==> src/rtl/mem_lsu.sv <==
//------------------------------------------------------------------------------
// Module  : mem_lsu
// Brief   : MEM pipeline stage with req/ack load/store unit, alignment checks
//           and bus timeout.
// Rev     : 1.0
//------------------------------------------------------------------------------
`default_nettype none

module mem_lsu #(
  parameter int REG_ADDR_W = 5,
  parameter int ADDR_W     = 32,
  parameter int BIG_ENDIAN = 1,
  parameter int TIMEOUT    = 15
) (
  input  logic                  clk,
  input  logic                  rst,
  input  logic                  valid_i,
  input  logic [REG_ADDR_W-1:0] waddr_i,
  input  logic                  we_i,
  input  logic [31:0]           wdata_i,
  input  logic [3:0]            mem_op_i,
  input  logic [ADDR_W-1:0]     mem_addr_i,
  input  logic [31:0]           mem_sdata_i,
  output logic                  stall_o,
  output logic                  dmem_req_o,
  output logic                  dmem_we_o,
  output logic [ADDR_W-1:0]     dmem_addr_o,
  output logic [3:0]            dmem_be_o,
  output logic [31:0]           dmem_wdata_o,
  input  logic                  dmem_ack_i,
  input  logic [31:0]           dmem_rdata_i,
  output logic                  valid_o,
  output logic [REG_ADDR_W-1:0] waddr_o,
  output logic                  we_o,
  output logic [31:0]           wdata_o,
  output logic                  adel_o,
  output logic                  ades_o,
  output logic                  buserr_o
);

  localparam int c_CNT_W = (TIMEOUT < 2) ? 1 : $clog2(TIMEOUT + 1);
  localparam logic [3:0] c_OP_LB  = 4'd1;
  localparam logic [3:0] c_OP_LBU = 4'd2;
  localparam logic [3:0] c_OP_LH  = 4'd3;
  localparam logic [3:0] c_OP_LHU = 4'd4;
  localparam logic [3:0] c_OP_LW  = 4'd5;
  localparam logic [3:0] c_OP_SB  = 4'd6;
  localparam logic [3:0] c_OP_SH  = 4'd7;
  localparam logic [3:0] c_OP_SW  = 4'd8;

  typedef enum logic [0:0] {S_IDLE = 1'b0, S_REQ = 1'b1} state_t;

  state_t               r_state, w_state_nxt;
  logic [c_CNT_W-1:0]   r_cnt;
  logic [3:0]           r_op;
  logic [1:0]           r_k;
  logic                 r_we_lat;

  logic                 w_is_load, w_is_store, w_byte, w_half, w_word;
  logic                 w_misal, w_start, w_timeout;
  logic [1:0]           w_lane, w_rlane;
  logic                 w_hi_half, w_rhi_half;
  logic [3:0]           w_be;
  logic [31:0]          w_swdata, w_rshift, w_load;

  // Request decode on the incoming instruction
  always_comb begin
    w_is_load  = (mem_op_i >= c_OP_LB) && (mem_op_i <= c_OP_LW);
    w_is_store = (mem_op_i >= c_OP_SB) && (mem_op_i <= c_OP_SW);
    w_byte     = (mem_op_i == c_OP_LB) || (mem_op_i == c_OP_LBU) || (mem_op_i == c_OP_SB);
    w_half     = (mem_op_i == c_OP_LH) || (mem_op_i == c_OP_LHU) || (mem_op_i == c_OP_SH);
    w_word     = (mem_op_i == c_OP_LW) || (mem_op_i == c_OP_SW);
    w_misal    = (w_half && mem_addr_i[0]) || (w_word && (mem_addr_i[1:0] != 2'b00));
    w_start    = (r_state == S_IDLE) && valid_i && (w_is_load || w_is_store) && !w_misal;
    // 3-k is the bitwise complement for a 2-bit index
    w_lane     = (BIG_ENDIAN != 0) ? ~mem_addr_i[1:0] : mem_addr_i[1:0];
    w_hi_half  = (BIG_ENDIAN != 0) ? ~mem_addr_i[1] : mem_addr_i[1];
    w_be       = 4'hF;
    w_swdata   = mem_sdata_i;
    if (w_byte) begin
      w_be     = 4'b0001 << w_lane;
      w_swdata = {4{mem_sdata_i[7:0]}};
    end else if (w_half) begin
      w_be     = w_hi_half ? 4'b1100 : 4'b0011;
      w_swdata = {2{mem_sdata_i[15:0]}};
    end
  end

  // Load extraction from the latched op and address offset
  always_comb begin
    w_rlane    = (BIG_ENDIAN != 0) ? ~r_k : r_k;
    w_rhi_half = (BIG_ENDIAN != 0) ? ~r_k[1] : r_k[1];
    w_rshift   = dmem_rdata_i >> {w_rlane, 3'b000};
    case (r_op)
      c_OP_LB:  w_load = {{24{w_rshift[7]}}, w_rshift[7:0]};
      c_OP_LBU: w_load = {24'd0, w_rshift[7:0]};
      c_OP_LH:  w_load = w_rhi_half ? {{16{dmem_rdata_i[31]}}, dmem_rdata_i[31:16]}
                                    : {{16{dmem_rdata_i[15]}}, dmem_rdata_i[15:0]};
      c_OP_LHU: w_load = w_rhi_half ? {16'd0, dmem_rdata_i[31:16]} : {16'd0, dmem_rdata_i[15:0]};
      default:  w_load = dmem_rdata_i;
    endcase
  end

  assign w_timeout = (TIMEOUT != 0) && (r_cnt == c_CNT_W'(TIMEOUT));

  always_comb begin
    w_state_nxt = r_state;
    stall_o     = 1'b0;
    case (r_state)
      S_IDLE: begin
        if (w_start) begin
          w_state_nxt = S_REQ;
          stall_o     = 1'b1;
        end
      end
      S_REQ: begin
        stall_o = !dmem_ack_i;
        if (dmem_ack_i || w_timeout) w_state_nxt = S_IDLE;
      end
      default: w_state_nxt = S_IDLE;
    endcase
  end

  always_ff @(posedge clk or posedge rst) begin
    if (rst) r_state <= S_IDLE;
    else     r_state <= w_state_nxt;
  end

  always_ff @(posedge clk or posedge rst) begin
    if (rst) begin
      r_cnt        <= '0;
      r_op         <= 4'd0;
      r_k          <= 2'd0;
      r_we_lat     <= 1'b0;
      dmem_req_o   <= 1'b0;
      dmem_we_o    <= 1'b0;
      dmem_addr_o  <= '0;
      dmem_be_o    <= 4'd0;
      dmem_wdata_o <= 32'd0;
      valid_o      <= 1'b0;
      waddr_o      <= '0;
      we_o         <= 1'b0;
      wdata_o      <= 32'd0;
      adel_o       <= 1'b0;
      ades_o       <= 1'b0;
      buserr_o     <= 1'b0;
    end else if (r_state == S_IDLE) begin
      valid_o  <= 1'b0;
      we_o     <= 1'b0;
      adel_o   <= 1'b0;
      ades_o   <= 1'b0;
      buserr_o <= 1'b0;
      if (valid_i) begin
        waddr_o <= waddr_i;
        wdata_o <= wdata_i;
        if (w_start) begin
          r_we_lat     <= we_i;
          r_op         <= mem_op_i;
          r_k          <= mem_addr_i[1:0];
          r_cnt        <= c_CNT_W'(1);
          dmem_req_o   <= 1'b1;
          dmem_we_o    <= w_is_store;
          dmem_addr_o  <= {mem_addr_i[ADDR_W-1:2], 2'b00};
          dmem_be_o    <= w_be;
          dmem_wdata_o <= w_swdata;
        end else if (w_misal) begin
          valid_o <= 1'b1;
          adel_o  <= w_is_load;
          ades_o  <= w_is_store;
        end else begin
          valid_o <= 1'b1;
          we_o    <= we_i;
        end
      end
    end else begin
      if (dmem_ack_i) begin
        dmem_req_o <= 1'b0;
        valid_o    <= 1'b1;
        we_o       <= r_we_lat;
        r_cnt      <= '0;
        if (!dmem_we_o) wdata_o <= w_load;
      end else if (w_timeout) begin
        dmem_req_o <= 1'b0;
        valid_o    <= 1'b1;
        we_o       <= 1'b0;
        buserr_o   <= 1'b1;
        r_cnt      <= '0;
      end else begin
        r_cnt <= r_cnt + 1'b1;
      end
    end
  end

endmodule

`default_nettype wire

==> config.mk <==
export PLATFORM = sky130hd
export DESIGN_NAME = mem_lsu
export DESIGN_NICKNAME = d
export VERILOG_FILES = /design/src/rtl/mem_lsu.sv
export SDC_FILE = /design/constraint.sdc
export NUM_CORES = 1
export LEC_CHECK = 0
export BUFFER_PORTS_ARGS = -buffer_cell sky130_fd_sc_hd__buf_2
export CORE_UTILIZATION = 53
export CTS_CLUSTER_SIZE = 40
export DETAILED_ROUTE_END_ITERATION = 8
export HOLD_SLACK_MARGIN = 0.12
export PLACE_DENSITY = 0.9
export SLEW_MARGIN = 10
export SYNTH_ARGS = -nofsm -noshare
export SYNTH_HDL_FRONTEND = slang
export SYNTH_SLANG_ARGS = --single-unit
==> constraint.sdc <==
create_clock -name clk -period 7.6 [get_ports clk]
set_clock_uncertainty 0.2 [all_clocks]
set_input_delay 1.52 -clock clk [delete_from_list [all_inputs] [get_ports clk]]
set_output_delay 1.52 -clock clk [all_outputs]
set_load 0.02 [all_outputs]
==> flow_summary.toml <==
[critical_path]
slowest_stage = "nor3_2"
crit_path_start = "valid_i"
r2r-start = "r_op[0]"
cp_cell_sequence = "buf_2, nand2b_1, nor3_2, nand3_4, nand2_1, buf_2"
endpoint_kind = "output pin"
critPathKind = "in2out"
cpMostUsedCell = "buf_2"
critPathArrivalTime_ps = 3290
rr_worst_depth = 4
cp_data_required_time_ps = 5880
crit_cells = 6
startpoint_type = "primary input"
critPathTopFamily = "simple AND/OR/NAND/NOR gates"
slowest_delay_ps = 820
cp_max_fo = 14
cp.buffers_inverters = 2

[power_and_ir_drop]
power.density_mw_per_mm2 = 333
total_power_mw = 2.70
cellLeakagePower_nw = 3.86
ir_drop_mv = 0.253

[min_path]
hold_path.class = "reg2reg"
holdPathStages = 2
hp-start = "ades_o"

[layout]
layout.cells.most_common = "buf_2"
layout_common_cells = "buf_2, dfrtp_1, mux2_2, nand2_1, a21oi_1"
utilization_pct = 70.5
drive_gt1_share_pct = 47.4
areaGrowthSynthToFinish_pct = 28.7
n_antenna_cell = 0
stdcell_count = 949
fin_area_mm2 = 0.00812
final_nets = 936

[sta]
fin_ws_ps = 2590
clock.fmax_ghz = 0.199
period_needed_ps = 5010
finalMaxSlewViolations = 0
hold-worst-slack_ps = 274
finalCritPeriodShare_pct = 66.0
worst_slew_pin_slew_ps = 1060
hold_viol_final = 0
grt_setup_unrepaired = "false"
slew_headroom_pct = 29.0
finalSetupViolations = 0
setup_tns_ps = 0

[route]
vias = 5562
wl_um = 17900
drtPass1Iterations = 7
first_iter_violations = 458
vias_per_cell = 5.86
drc = 40
ant_nets = 0
avgRoutedWirePerCell_um = 18.9

[floorplan]
die_y_um = 111
initial_core_util_pct = 54.8
core_area_mm2 = 0.0115
fp.dieArea_mm2 = 0.0123
num_io_pins = 255
die_width_um = 111
fp-row-count = 39

[clocking]
cts_sinks = 122
cts_tree = "built"
post_cts_buffers = 0
cts_resized = 0
clkLatencyLatePin_ps = 410
cts_max_path_buffers = 2
htreeDepth = 4
cts-root-buf = "clkbuf_16"
hold_buffers = 0
numCtsBuffers = 17
clk_pin_slew_ps = 50

[yosys]
postSynthCellCount = 570
synth-edff-count = 0
syn-cell-area_mm2 = 0.00631
async_flop_share_pct = 100
avgSynthCellArea_um2 = 11.1
ys_warn_count = 0
yosys_most_used_dff = "dfrtp_1"
yosys_register_bits = 122
synth_cell_types = 68
yosysSeqAreaShare_pct = 48.4

[grt]
grt_max_degree = 80
gr-total-overflow = 0
grt_pass1_vias = 5554
gr-usage-all-layers_pct = 30.1
grt_pass1_wl_um = 28600
grt_antenna_before_repair = 0

[placement]
gp_congestion = 0.908
port_buffers = 252
place_area_mm2 = 0.00749
dp_slack_ps = 2590
hpwl_um = 12800
place_inst = 917

[status]
violations = "DRC"
status = "complete, but fails checks"

[flow_run]
maxCapViolCount = 0
==> worst register-to-register path, delay by kind of cell (launching register included) <==
kind             cells  cell delay, ps
flip-flops           1             520
AND/OR/NAND/NOR      1             720
AO/OA/AOI/OAI        3            1450
==> cell type report <==
type	count	area (um2)
multi-input cells	388	2940
fillers	851	3400
well taps	143	179
repair buffers	255	1280
clock inverters	10	140
flip-flops and latches	122	3050
inverters	9	36.3
clock buffers	22	484
==> routing by layer <==
layer / GRT usage, % / up-vias / routed length, um
met1: 35.5 / 2645 / 6830
met3: 7.87 / 43 / 1570
met2: 50.9 / 312 / 8950
li1: - / 2562 / -
met4: 14.6 / 0 / 582
met5: 0 / - / 0
==> Yosys cell counts (2+ instances only) <==
library cell,number,share of area [%]
a32o_1,10,1.6
clkbuf_1,24,1.4
o41ai_1,9,1.3
o21ai_0,19,1.5
o21a_1,9,1.1
nor3b_1,2,0.24
buf_1,2,0.12
a221o_1,9,1.4
mux2_4,5,1.2
a2bb2oi_1,2,0.28
a211o_1,2,0.28
inv_1,9,0.54
o221ai_1,8,1.1
a31oi_1,3,0.30
buf_6,7,1.3
or3_1,19,1.9
mux2_2,80,14
o31ai_1,2,0.24
a21oi_1,31,2.5
buf_2,12,0.95
and3_1,2,0.20
nand2_1,46,2.7
a211oi_1,13,1.5
nand2b_1,8,0.79
buf_4,6,0.71
nand3_1,18,1.4
nor2_1,14,0.83
nor2b_1,10,0.99
o22ai_1,3,0.30
mux2i_1,10,1.6
nor3_1,15,1.2
nor4b_1,2,0.28
dfrtp_1,122,48
nand3b_1,3,0.36
==> sequential cells by signal, summed over array words and instances, names as in the netlist <==
name / count
valid_o: 1
dmem_be_o: 4
waddr_o: 5
dmem_wdata_o: 32
dmem_we_o: 1
we_o: 1
r_op: 4
r_k: 2
r_cnt: 4
dmem_req_o: 1
ades_o: 1
buserr_o: 1
wdata_o: 32
dmem_addr_o: 30
r_we_lat: 1
r_state: 1
adel_o: 1
==> path summary, 6_finish.rpt <==
path / end / slack, ps
max: stall_o / 2590
min: ades_o / 270
max reg2reg: wdata_o[0] / 4640
min reg2reg: ades_o / 270
max in group asynchronous: dmem_addr_o[16] / 4870
min in group asynchronous: dmem_addr_o[28] / 990
==> power by group <==
part,total (mW),switching [mW],internal [mW]
registers,0.962,0.133,0.829
clock network,0.845,0.295,0.550
logic,0.893,0.541,0.352
total,2.70,0.968,1.73
==> logic make-up after synthesis <==
logic type / share of synthesized area, %
and+or+nand+nor: 13.2
AOI/OAI and AO/OA: 15.4
DFF: 48.4
muxes: 17.4
buffers and inverters: 5.08
xor gates and xnor gates: 0.278
adders and majority gates: 0.198
other: 0.0595
No activity file was read; power rests on OpenSTA's default activity.
